`config.mk`:
```
export PLATFORM = sky130hd
export DESIGN_NAME = uart_tx_scheduler_flat
export DESIGN_NICKNAME = d
export VERILOG_FILES = /design/src/rtl/uart_pkg.sv /design/src/rtl/uart_tx_scheduler_if.sv /design/src/rtl/bin2dec2.sv /design/src/rtl/uart_tx_scheduler.sv /design/src/flat_wrapper.sv
export SDC_FILE = /design/constraint.sdc
export NUM_CORES = 1
export LEC_CHECK = 0
export BUFFER_PORTS_ARGS = -buffer_cell sky130_fd_sc_hd__buf_4
export CORE_MARGIN = 2
export CORE_UTILIZATION = 40
export CTS_CLUSTER_DIAMETER = 80
export DETAILED_ROUTE_END_ITERATION = 12
export RECOVER_POWER = 25
export SYNTH_ARGS = -nofsm -noshare
export SYNTH_HDL_FRONTEND = slang
export SYNTH_SLANG_ARGS = --single-unit
```
`constraint.sdc`:
```
create_clock -name clk -period 5.4 [get_ports clk]
set_clock_uncertainty 0.1 [all_clocks]
set_input_delay 0.54 -clock clk [delete_from_list [all_inputs] [get_ports clk]]
set_output_delay 0.54 -clock clk [all_outputs]
set_load 0.02 [all_outputs]
```
`src/rtl/uart_pkg.sv`:
```
// Shared constants for the UART tx scheduler: FSM encoding, ASCII bytes and report lengths.
package uart_pkg;

  localparam logic [0:0] ST_IDLE = 1'b0;
  localparam logic [0:0] ST_WAIT = 1'b1;

  localparam logic [7:0] ASCII_ZERO  = 8'h30;
  localparam logic [7:0] ASCII_COLON = 8'h3A;
  localparam logic [7:0] ASCII_DOT   = 8'h2E;
  localparam logic [7:0] ASCII_CR    = 8'h0D;
  localparam logic [7:0] ASCII_LF    = 8'h0A;

  localparam logic [3:0] RPT_LEN_PLAIN = 4'd11;
  localparam logic [3:0] RPT_LEN_CRLF  = 4'd13;

endpackage

```
`src/rtl/uart_tx_scheduler_if.sv`:
```
// Byte handshake between the scheduler (master) and the UART transmitter (slave).
interface uart_tx_scheduler_if;

  logic [7:0] tx_data;
  logic       tx_start;
  logic       tx_busy;
  logic       tx_done;

  modport master (output tx_data, output tx_start, input tx_busy, input tx_done);
  modport slave  (input tx_data, input tx_start, output tx_busy, output tx_done);

endinterface

```
`src/rtl/bin2dec2.sv`:
```
// Combinational 7-bit binary to two ASCII decimal digits, clamped to FIELD_MAX.
module bin2dec2 #(
  parameter int unsigned FIELD_MAX = 99
) (
  input  logic [6:0] i_val,
  output logic [7:0] o_tens,
  output logic [7:0] o_ones
);
  import uart_pkg::*;

  localparam logic [6:0] MAX7 = 7'(FIELD_MAX);

  logic [6:0] w_clamp;
  logic [6:0] w_tens;
  logic [6:0] w_ones;

  always_comb begin
    w_clamp = (i_val > MAX7) ? MAX7 : i_val;
    w_tens  = w_clamp / 7'd10;
    w_ones  = w_clamp % 7'd10;
    o_tens  = ASCII_ZERO + {1'b0, w_tens};
    o_ones  = ASCII_ZERO + {1'b0, w_ones};
  end

endmodule

```
`src/rtl/uart_tx_scheduler.sv`:
```
// Shares one UART tx between the echo path and an HH:MM:SS.CC time report (echo has priority).
// Define UART_TX_SCHED_CRLF_EN to append CR/LF to every report.
module uart_tx_scheduler #(
  parameter int unsigned FIELD_MAX = 99
) (
  input  logic                        clk,
  input  logic                        reset,
  input  logic                        echo_req,
  input  logic [7:0]                  echo_data,
  output logic                        echo_drop,
  input  logic                        rpt_req,
  input  logic [4:0]                  hour,
  input  logic [5:0]                  min,
  input  logic [5:0]                  sec,
  input  logic [6:0]                  csec,
  output logic                        rpt_busy,
  uart_tx_scheduler_if.master         tx
);
  import uart_pkg::*;

`ifdef UART_TX_SCHED_CRLF_EN
  localparam bit CRLF_EN = 1'b1;
`else
  localparam bit CRLF_EN = 1'b0;
`endif
  localparam logic [3:0] RPT_LEN = CRLF_EN ? RPT_LEN_CRLF : RPT_LEN_PLAIN;

  logic [0:0]      r_state;
  logic            r_src_echo;
  logic            r_pend;
  logic [7:0]      r_echo_byte;
  logic            r_rpt_busy;
  logic [3:0]      r_idx;
  logic [7:0][7:0] r_dig;
  logic [7:0]      r_tx_data;
  logic            r_echo_drop;

  logic [7:0][7:0] w_dig;
  logic [7:0]      w_rpt_byte;
  logic [7:0]      w_byte;
  logic            w_launch;
  logic            w_launch_echo;
  logic            w_rpt_last;

  bin2dec2 #(.FIELD_MAX(FIELD_MAX)) u_hour (.i_val({2'b00, hour}), .o_tens(w_dig[0]), .o_ones(w_dig[1]));
  bin2dec2 #(.FIELD_MAX(FIELD_MAX)) u_min  (.i_val({1'b0, min}),   .o_tens(w_dig[2]), .o_ones(w_dig[3]));
  bin2dec2 #(.FIELD_MAX(FIELD_MAX)) u_sec  (.i_val({1'b0, sec}),   .o_tens(w_dig[4]), .o_ones(w_dig[5]));
  bin2dec2 #(.FIELD_MAX(FIELD_MAX)) u_csec (.i_val(csec),          .o_tens(w_dig[6]), .o_ones(w_dig[7]));

  always_comb begin
    w_rpt_byte = ASCII_LF;
    case (r_idx)
      4'd0:    w_rpt_byte = r_dig[0];
      4'd1:    w_rpt_byte = r_dig[1];
      4'd2:    w_rpt_byte = ASCII_COLON;
      4'd3:    w_rpt_byte = r_dig[2];
      4'd4:    w_rpt_byte = r_dig[3];
      4'd5:    w_rpt_byte = ASCII_COLON;
      4'd6:    w_rpt_byte = r_dig[4];
      4'd7:    w_rpt_byte = r_dig[5];
      4'd8:    w_rpt_byte = ASCII_DOT;
      4'd9:    w_rpt_byte = r_dig[6];
      4'd10:   w_rpt_byte = r_dig[7];
      4'd11:   w_rpt_byte = ASCII_CR;
      default: w_rpt_byte = ASCII_LF;
    endcase
  end

  always_comb begin
    w_launch      = (r_state == ST_IDLE) && !tx.tx_busy && (r_pend || r_rpt_busy);
    w_launch_echo = w_launch && r_pend;
    w_byte        = r_pend ? r_echo_byte : w_rpt_byte;
    w_rpt_last    = (r_idx == RPT_LEN - 4'd1);
  end

  // Start is decoded combinationally so a request reaches the tx one cycle later.
  assign tx.tx_start = w_launch;
  assign tx.tx_data  = w_launch ? w_byte : r_tx_data;
  assign echo_drop   = r_echo_drop;
  assign rpt_busy    = r_rpt_busy;

  always_ff @(posedge clk) begin
    if (reset) begin
      r_state     <= ST_IDLE;
      r_src_echo  <= 1'b0;
      r_pend      <= 1'b0;
      r_echo_byte <= '0;
      r_rpt_busy  <= 1'b0;
      r_idx       <= '0;
      r_dig       <= '0;
      r_tx_data   <= '0;
      r_echo_drop <= 1'b0;
    end else begin
      r_echo_drop <= echo_req && r_pend && !w_launch_echo;

      // The in-flight echo byte lives in r_tx_data, so pend frees up at launch
      // and a new echo arriving during WAIT is held rather than lost.
      if (echo_req) begin
        r_pend      <= 1'b1;
        r_echo_byte <= echo_data;
      end else if (w_launch_echo) begin
        r_pend <= 1'b0;
      end

      case (r_state)
        ST_IDLE: begin
          if (w_launch) begin
            r_tx_data  <= w_byte;
            r_src_echo <= r_pend;
            r_state    <= ST_WAIT;
          end
        end
        default: begin
          if (tx.tx_done) begin
            r_state <= ST_IDLE;
            if (!r_src_echo) begin
              if (w_rpt_last) r_rpt_busy <= 1'b0;
              else            r_idx      <= r_idx + 4'd1;
            end
          end
        end
      endcase

      if (rpt_req && !r_rpt_busy) begin
        r_rpt_busy <= 1'b1;
        r_idx      <= '0;
        r_dig      <= w_dig;
      end
    end
  end

endmodule

```
`src/flat_wrapper.sv`:
```
// flat-port wrapper written by rule: the top's interface ports become plain ports
module uart_tx_scheduler_flat import uart_pkg::*;
#(
  parameter int unsigned FIELD_MAX = 99
)
  (clk, reset, echo_req, echo_data, echo_drop, rpt_req, hour, min, sec, csec, rpt_busy, tx_tx_data, tx_tx_start, tx_tx_busy, tx_tx_done);
  uart_tx_scheduler_if tx_i ();
  input  logic clk;
  input  logic reset;
  input  logic echo_req;
  input  logic [7:0] echo_data;
  output logic echo_drop;
  input  logic rpt_req;
  input  logic [4:0] hour;
  input  logic [5:0] min;
  input  logic [5:0] sec;
  input  logic [6:0] csec;
  output logic rpt_busy;
  output wire logic [$bits(tx_i.tx_data)-1:0] tx_tx_data;
  output wire logic [$bits(tx_i.tx_start)-1:0] tx_tx_start;
  input wire logic [$bits(tx_i.tx_busy)-1:0] tx_tx_busy;
  input wire logic [$bits(tx_i.tx_done)-1:0] tx_tx_done;
  assign tx_tx_data = tx_i.tx_data;
  assign tx_tx_start = tx_i.tx_start;
  assign tx_i.tx_busy = tx_tx_busy;
  assign tx_i.tx_done = tx_tx_done;
  uart_tx_scheduler #(.FIELD_MAX(FIELD_MAX)) u_core (.clk(clk), .reset(reset), .echo_req(echo_req), .echo_data(echo_data), .echo_drop(echo_drop), .rpt_req(rpt_req), .hour(hour), .min(min), .sec(sec), .csec(csec), .rpt_busy(rpt_busy), .tx(tx_i));
endmodule
```
After elaboration in Yosys (flattened, before gate mapping)
Cells that the tools add are included.
{"block": "op_classes", "n_addsub": 9, "magnitude_cmp": 4, "n_mul": 0, "reduce_logical": 20, "shift": 0, "bitwise": 3, "eq_ne": 12, "muxes": 17, "div": 8}
{"op": "8-bit case mux with 11 select lines", "count": 1}
{"op": "6-bit by 7-bit adder with 8-bit output, first input constant", "count": 8}
{"op": "7-bit by 4-bit divider with 7-bit output, second input constant", "count": 4}
{"op": "7-bit by 4-bit modulo with 7-bit output, second input constant", "count": 4}
{"op": "7-bit 2-to-1 mux", "count": 4}
{"op": "4-bit by 3-bit == test with 1-bit output, second input constant", "count": 4}
{"op": "4-bit == test, second input constant", "count": 4}
{"op": "8-bit 2-to-1 mux", "count": 2}
{"op": "6-bit by 7-bit > comparator with 1-bit output, second input constant", "count": 2}
{"op": "1-bit 2-to-1 mux", "count": 10}
{"op": "4-bit by 2-bit == test with 1-bit output, second input constant", "count": 2}
{"op": "4-bit AND reduction", "count": 2}
{"op": "2-bit nonzero test", "count": 4}
{"op": "5-bit by 7-bit > comparator with 1-bit output, second input constant", "count": 1}
{"op": "7-bit > comparator, second input constant", "count": 1}
{"op": "1-bit logical AND", "count": 6}
{"op": "4-bit by 1-bit adder with 4-bit output, second input constant", "count": 1}
{"op": "4-bit by 1-bit == test with 1-bit output, second input constant", "count": 1}
{"op": "4-bit logical NOT", "count": 1}
{"op": "2-bit OR reduction", "count": 2}
{"op": "1-bit logical NOT", "count": 3}
{"op": "1-bit NOT", "count": 3}
{"op": "2-bit != test, second input constant", "count": 1}
{"op": "2-bit AND reduction", "count": 1}
{"op": "1-bit logical OR", "count": 1}
{"block": "totals", "n_memories": 0, "latch_bits": 0, "mem_bits_rw": 0, "register_bits": 89, "elab_cells": 89, "mem_bits_ro": 0, "in_bits": 38, "out_inout_bits": 11}

Depth between registers and ports, before layout
{"block": "logic_depth", "word_depth": 6, "ltp_mapped": 23, "mapped_depth_nobuf": 20}

Modules after synthesis
A second synthesis with hierarchy kept.
{"block": "hier_totals", "hier_cells": 985, "area_unflattened_um2": 7354.6}
{"module": "uart_tx_scheduler", "area_each_um2": 3862.5, "seq_area_each_um2": 1781.7, "cells_each": 487, "n_inst": 1}
{"module": "bin2dec2 at u_core.u_csec ...", "area_each_um2": 875.8, "seq_area_each_um2": 0.0, "cells_each": 120, "n_inst": 3}
{"module": "bin2dec2 at u_core.u_sec", "area_each_um2": 864.6, "seq_area_each_um2": 0.0, "cells_each": 138, "n_inst": 1}

Worst setup path before layout
Ideal clock, no wire load.
{"block": "synth_timing", "path_type": "input-to-reg", "startpoint": "input port csec[4]", "endpoint": "register u_core.r_dig[62] in the netlist's numbering", "setup_time_ns": 0.086, "path_stages": 23, "t_required_ns": 5.214, "path_slack_ns": 0.706, "arrival_time_ns": 4.509, "path_buffers": 3, "path_cell_list": "buf_2 inv_1 a21oi_1 ha_1 buf_2 o21a_4 nor2_1 a31o_2 ha_1 or2_2 o22ai_2 or3_4 o21a_1 buf_2 xnor2_1 ha_1 maj3_2 a221oi_2 xor2_1 nand2_1 ha_1 xor2_1 a211oi_1"}
{"block": "synth_between", "elab_chain_cells": 4}
{"item": "start: declaration", "line_no": "flat_wrapper.sv:17", "rtl": "input logic [6:0] csec;"}
{"item": "7-bit > comparator", "line_no": "bin2dec2.sv:18", "rtl": "w_clamp = (i_val > MAX7) ? MAX7 : i_val;"}
{"item": "7-bit 2-to-1 mux *", "line_no": "bin2dec2.sv:18"}
{"item": "7-bit by 4-bit modulo with 7-bit output *", "line_no": "bin2dec2.sv:20", "rtl": "w_ones = w_clamp % 7'd10;"}
{"item": "6-bit by 7-bit adder with 8-bit output *", "line_no": "bin2dec2.sv:22", "rtl": "o_ones = ASCII_ZERO + {1'b0, w_ones};"}
{"item": "end signal: assignment", "line_no": "uart_tx_scheduler.sv:127", "rtl": "r_dig <= w_dig;"}
{"item": "end: declaration", "line_no": "uart_tx_scheduler.sv:34", "rtl": "logic [7:0][7:0] r_dig;"}
Mark *: on every way between the ends. The rest lies on a longest branch, timed or not.
A chain may end at the register's enable or synchronous reset.

Worst setup path after layout
Ends and elaborated chain as after synthesis.

==> impl_metrics.ini <==
[run_status]
status = finished with violations
violations = capacitance limit, slew limit

[drt]
drtIter0Drc = 254
routedWlPerCell_um = 14.7
antenna_left = 0
drc = 0
wl_um = 11500
vias = 4365
firstDrtPassIters = 5
vias_per_cell = 5.60

[layout]
drive_above_1_share = 0.137
most-common-layout-cells = 80 x nor2_1, 70 x dfxtp_1, 56 x nand2_1, 48 x buf_4, 43 x a21oi_1
syn_to_final_growth_pct = 14.4
final_common_cell = nor2_1
n_antenna_cell = 0
nets = 688
design_area_um2 = 5330

[clock_network]
cts.sinks = 70
numCtsBuffers = 9
cts_buffer_depth = 2
htree_num_levels = 3
postCtsSetupBuffers = 0
ctsHoldBuffers = 0
clk_transition_reported_paths_ps = 50
clk-insertion-delay-late_ps = 330
cts_resized = 0
cts_root_buf = clkbuf_16
cts_tree = yes

[global_route]
grt_overflow = 0
antenna_found_initial = 0
track_usage = 0.188
grt_start_max_net_pins = 71
grt_pass1_vias = 4065
grt_pass1_wl_um = 19700

[worst_hold_path]
whs_path_depth = 3
hold_path.class = in2reg

[sta]
slew_viol_final = 71
fmax_mhz = 205
hold-worst-slack_ps = 346
finalCritPeriodShare = 0.903
tns_ps = 0
finalHoldViolations = 0
tightest_slew_ps = 3170
setup_violations = 0
slew_headroom = -1.12
rsz0062_at_grt = false
finalWorstPathRequiredPeriod_ps = 4870

[synth]
yosys_warnings = 0
ys_seq_area_frac = 0.301
syn_inst = 614
synth.avg_cell_area_um2 = 7.59
syn-cell-area_um2 = 4660
syn_nets = 671
synth_cell_type_count = 71
ys_ff_latch = 70
async_flop_share = 0
synth_edf_count = 0
synth-main-ff-cell = dfxtp_1

[placement]
dp_hpwl_um = 8120
routabilityCongestion = 0.861
placed_cell_area_um2 = 5050
port_buffers = 48

[setup_path]
start_kind = primary input
crit_path_end_kind = register
crit_chain = buf_4, inv_1, a21oi_1, ha_1, o21a_4, nor2_1, a31o_2, ha_1, or2_2, o22ai_2, or3_4, o21a_1, xnor2_1, ha_1, maj3_2, a221oi_2, xor2_1, nand2_1, ha_1, xor2_1, a211oi_1
crit_path_max_incr_delay_ps = 390
cp.arrival_ps = 4970
crit_top_cell = ha_1
crit_type = in2reg
slowest_stage = o21a_1
ff2ff_path_depth = 7
cp_max_fo = 13
worst_ep_required_time_ps = 5500

[power_and_ir_drop]
powerDensity_nw_per_um2 = 284
vdd_drop_max_v = 0.000191
p_leak_nw = 2.09

[die]
die_w_um = 112
die-area_um2 = 12500
num_io_pins = 49
num_rows = 39
start_util = 0.408
coreArea_um2 = 11400
die_y_um = 112

[flow_run]
drv_cap = 1
synth_stat cells, drive strengths merged (7+ instances only):
library cell | n | area share
nor2 | 80 | 0.064
dfxtp | 70 | 0.30
nand2 | 56 | 0.045
a21oi | 43 | 0.046
clkbuf | 38 | 0.031
o21ai | 37 | 0.041
nor3 | 25 | 0.027
a211oi | 24 | 0.039
inv | 22 | 0.018
ha | 19 | 0.051
nor2b | 18 | 0.024
mux2i | 17 | 0.039
nand3 | 13 | 0.014
xnor2 | 12 | 0.023
nand2b | 11 | 0.015
a221oi | 7 | 0.014
buf | 7 | 0.0078
o31ai | 7 | 0.012
xor2 | 7 | 0.013
worst max-delay path, delay by kind of cell:
kind,cells,cell delay (ps)
adder cells (fa/ha/maj),5,1340
buffers and inverters,2,230
AND/OR/NAND/NOR,4,660
XOR/XNOR,3,540
AO/OA/AOI/OAI,7,1650
layout make-up:
cell class / count / area, um2
multi-input cells: 476 / 3000
inverters: 23 / 86.3
clock buffers: 9 / 225
clock inverters: 7 / 65.1
well taps: 143 / 179
repair buffers: 51 / 372
flip-flops and latches: 70 / 1400
fillers: 1180 / 6090
power breakdown:
group	internal (mW)	leakage (nW)	switching, mW
Sequential	0.557	0.576	0.0252
Clock	0.353	0.141	0.217
Combinational	0.153	1.37	0.207
Total	1.06	2.09	0.449
path summary, 6_finish.rpt:
path / slack, ps / end / from
hold / removal: 350 / u_core.r_echo_byte[7]$_SDFFE_PP0P_ / echo_data[7]
setup reg to reg: 2630 / u_core.r_tx_data[2]$_SDFFE_PP0N_ / u_core.r_idx[0]$_SDFFE_PP0P_
setup / recovery: 530 / u_core.r_dig[62]$_SDFFE_PP0P_ / csec[4]
hold reg to reg: 360 / u_core.r_dig[51]$_SDFFE_PP0P_ / u_core.r_dig[51]$_SDFFE_PP0P_
cell families (layout without fill, tap and decap cells):
logic type,count (synthesis),count (layout),share of synthesized area
compound gates,175,175,0.254
xor+xnor,19,19,0.0357
fa+ha+maj,21,21,0.0556
buf+inv,68,90,0.0569
flops,70,70,0.301
mux,21,21,0.0489
simple gates,240,240,0.248
sequential cells by signal (all words and copies together) (netlist names), 4 cells and up:
signal              flops
u_core.r_dig           45
u_core.r_echo_byte      8
u_core.r_tx_data        8
u_core.r_idx            4
stage by stage:
step | utilization | total power [mW] | setup slack (ps) | instances
after detailed placement | 0.442 | 0.953 | 263 | 763
final | 0.467 | 1.51 | 526 | 779
after global placement | 0.442 | 0.945 | 448 | 763
after CTS | 0.468 | 1.53 | 603 | 779
after floorplan | - | 0.857 | 706 | 614
after global routing | 0.467 | 1.60 | 105 | 779
per-layer routing:
layer	GRT usage	wire (um)	vias to the layer above	share of wire
li1	-	-	2234	-
met1	0.259	5520	2021	0.48
met2	0.303	5350	96	0.47
met3	0.0381	448	14	0.039
met4	0.0472	163	0	0.014
met5	0	0	-	0
Power figures use the tool's default switching activity.
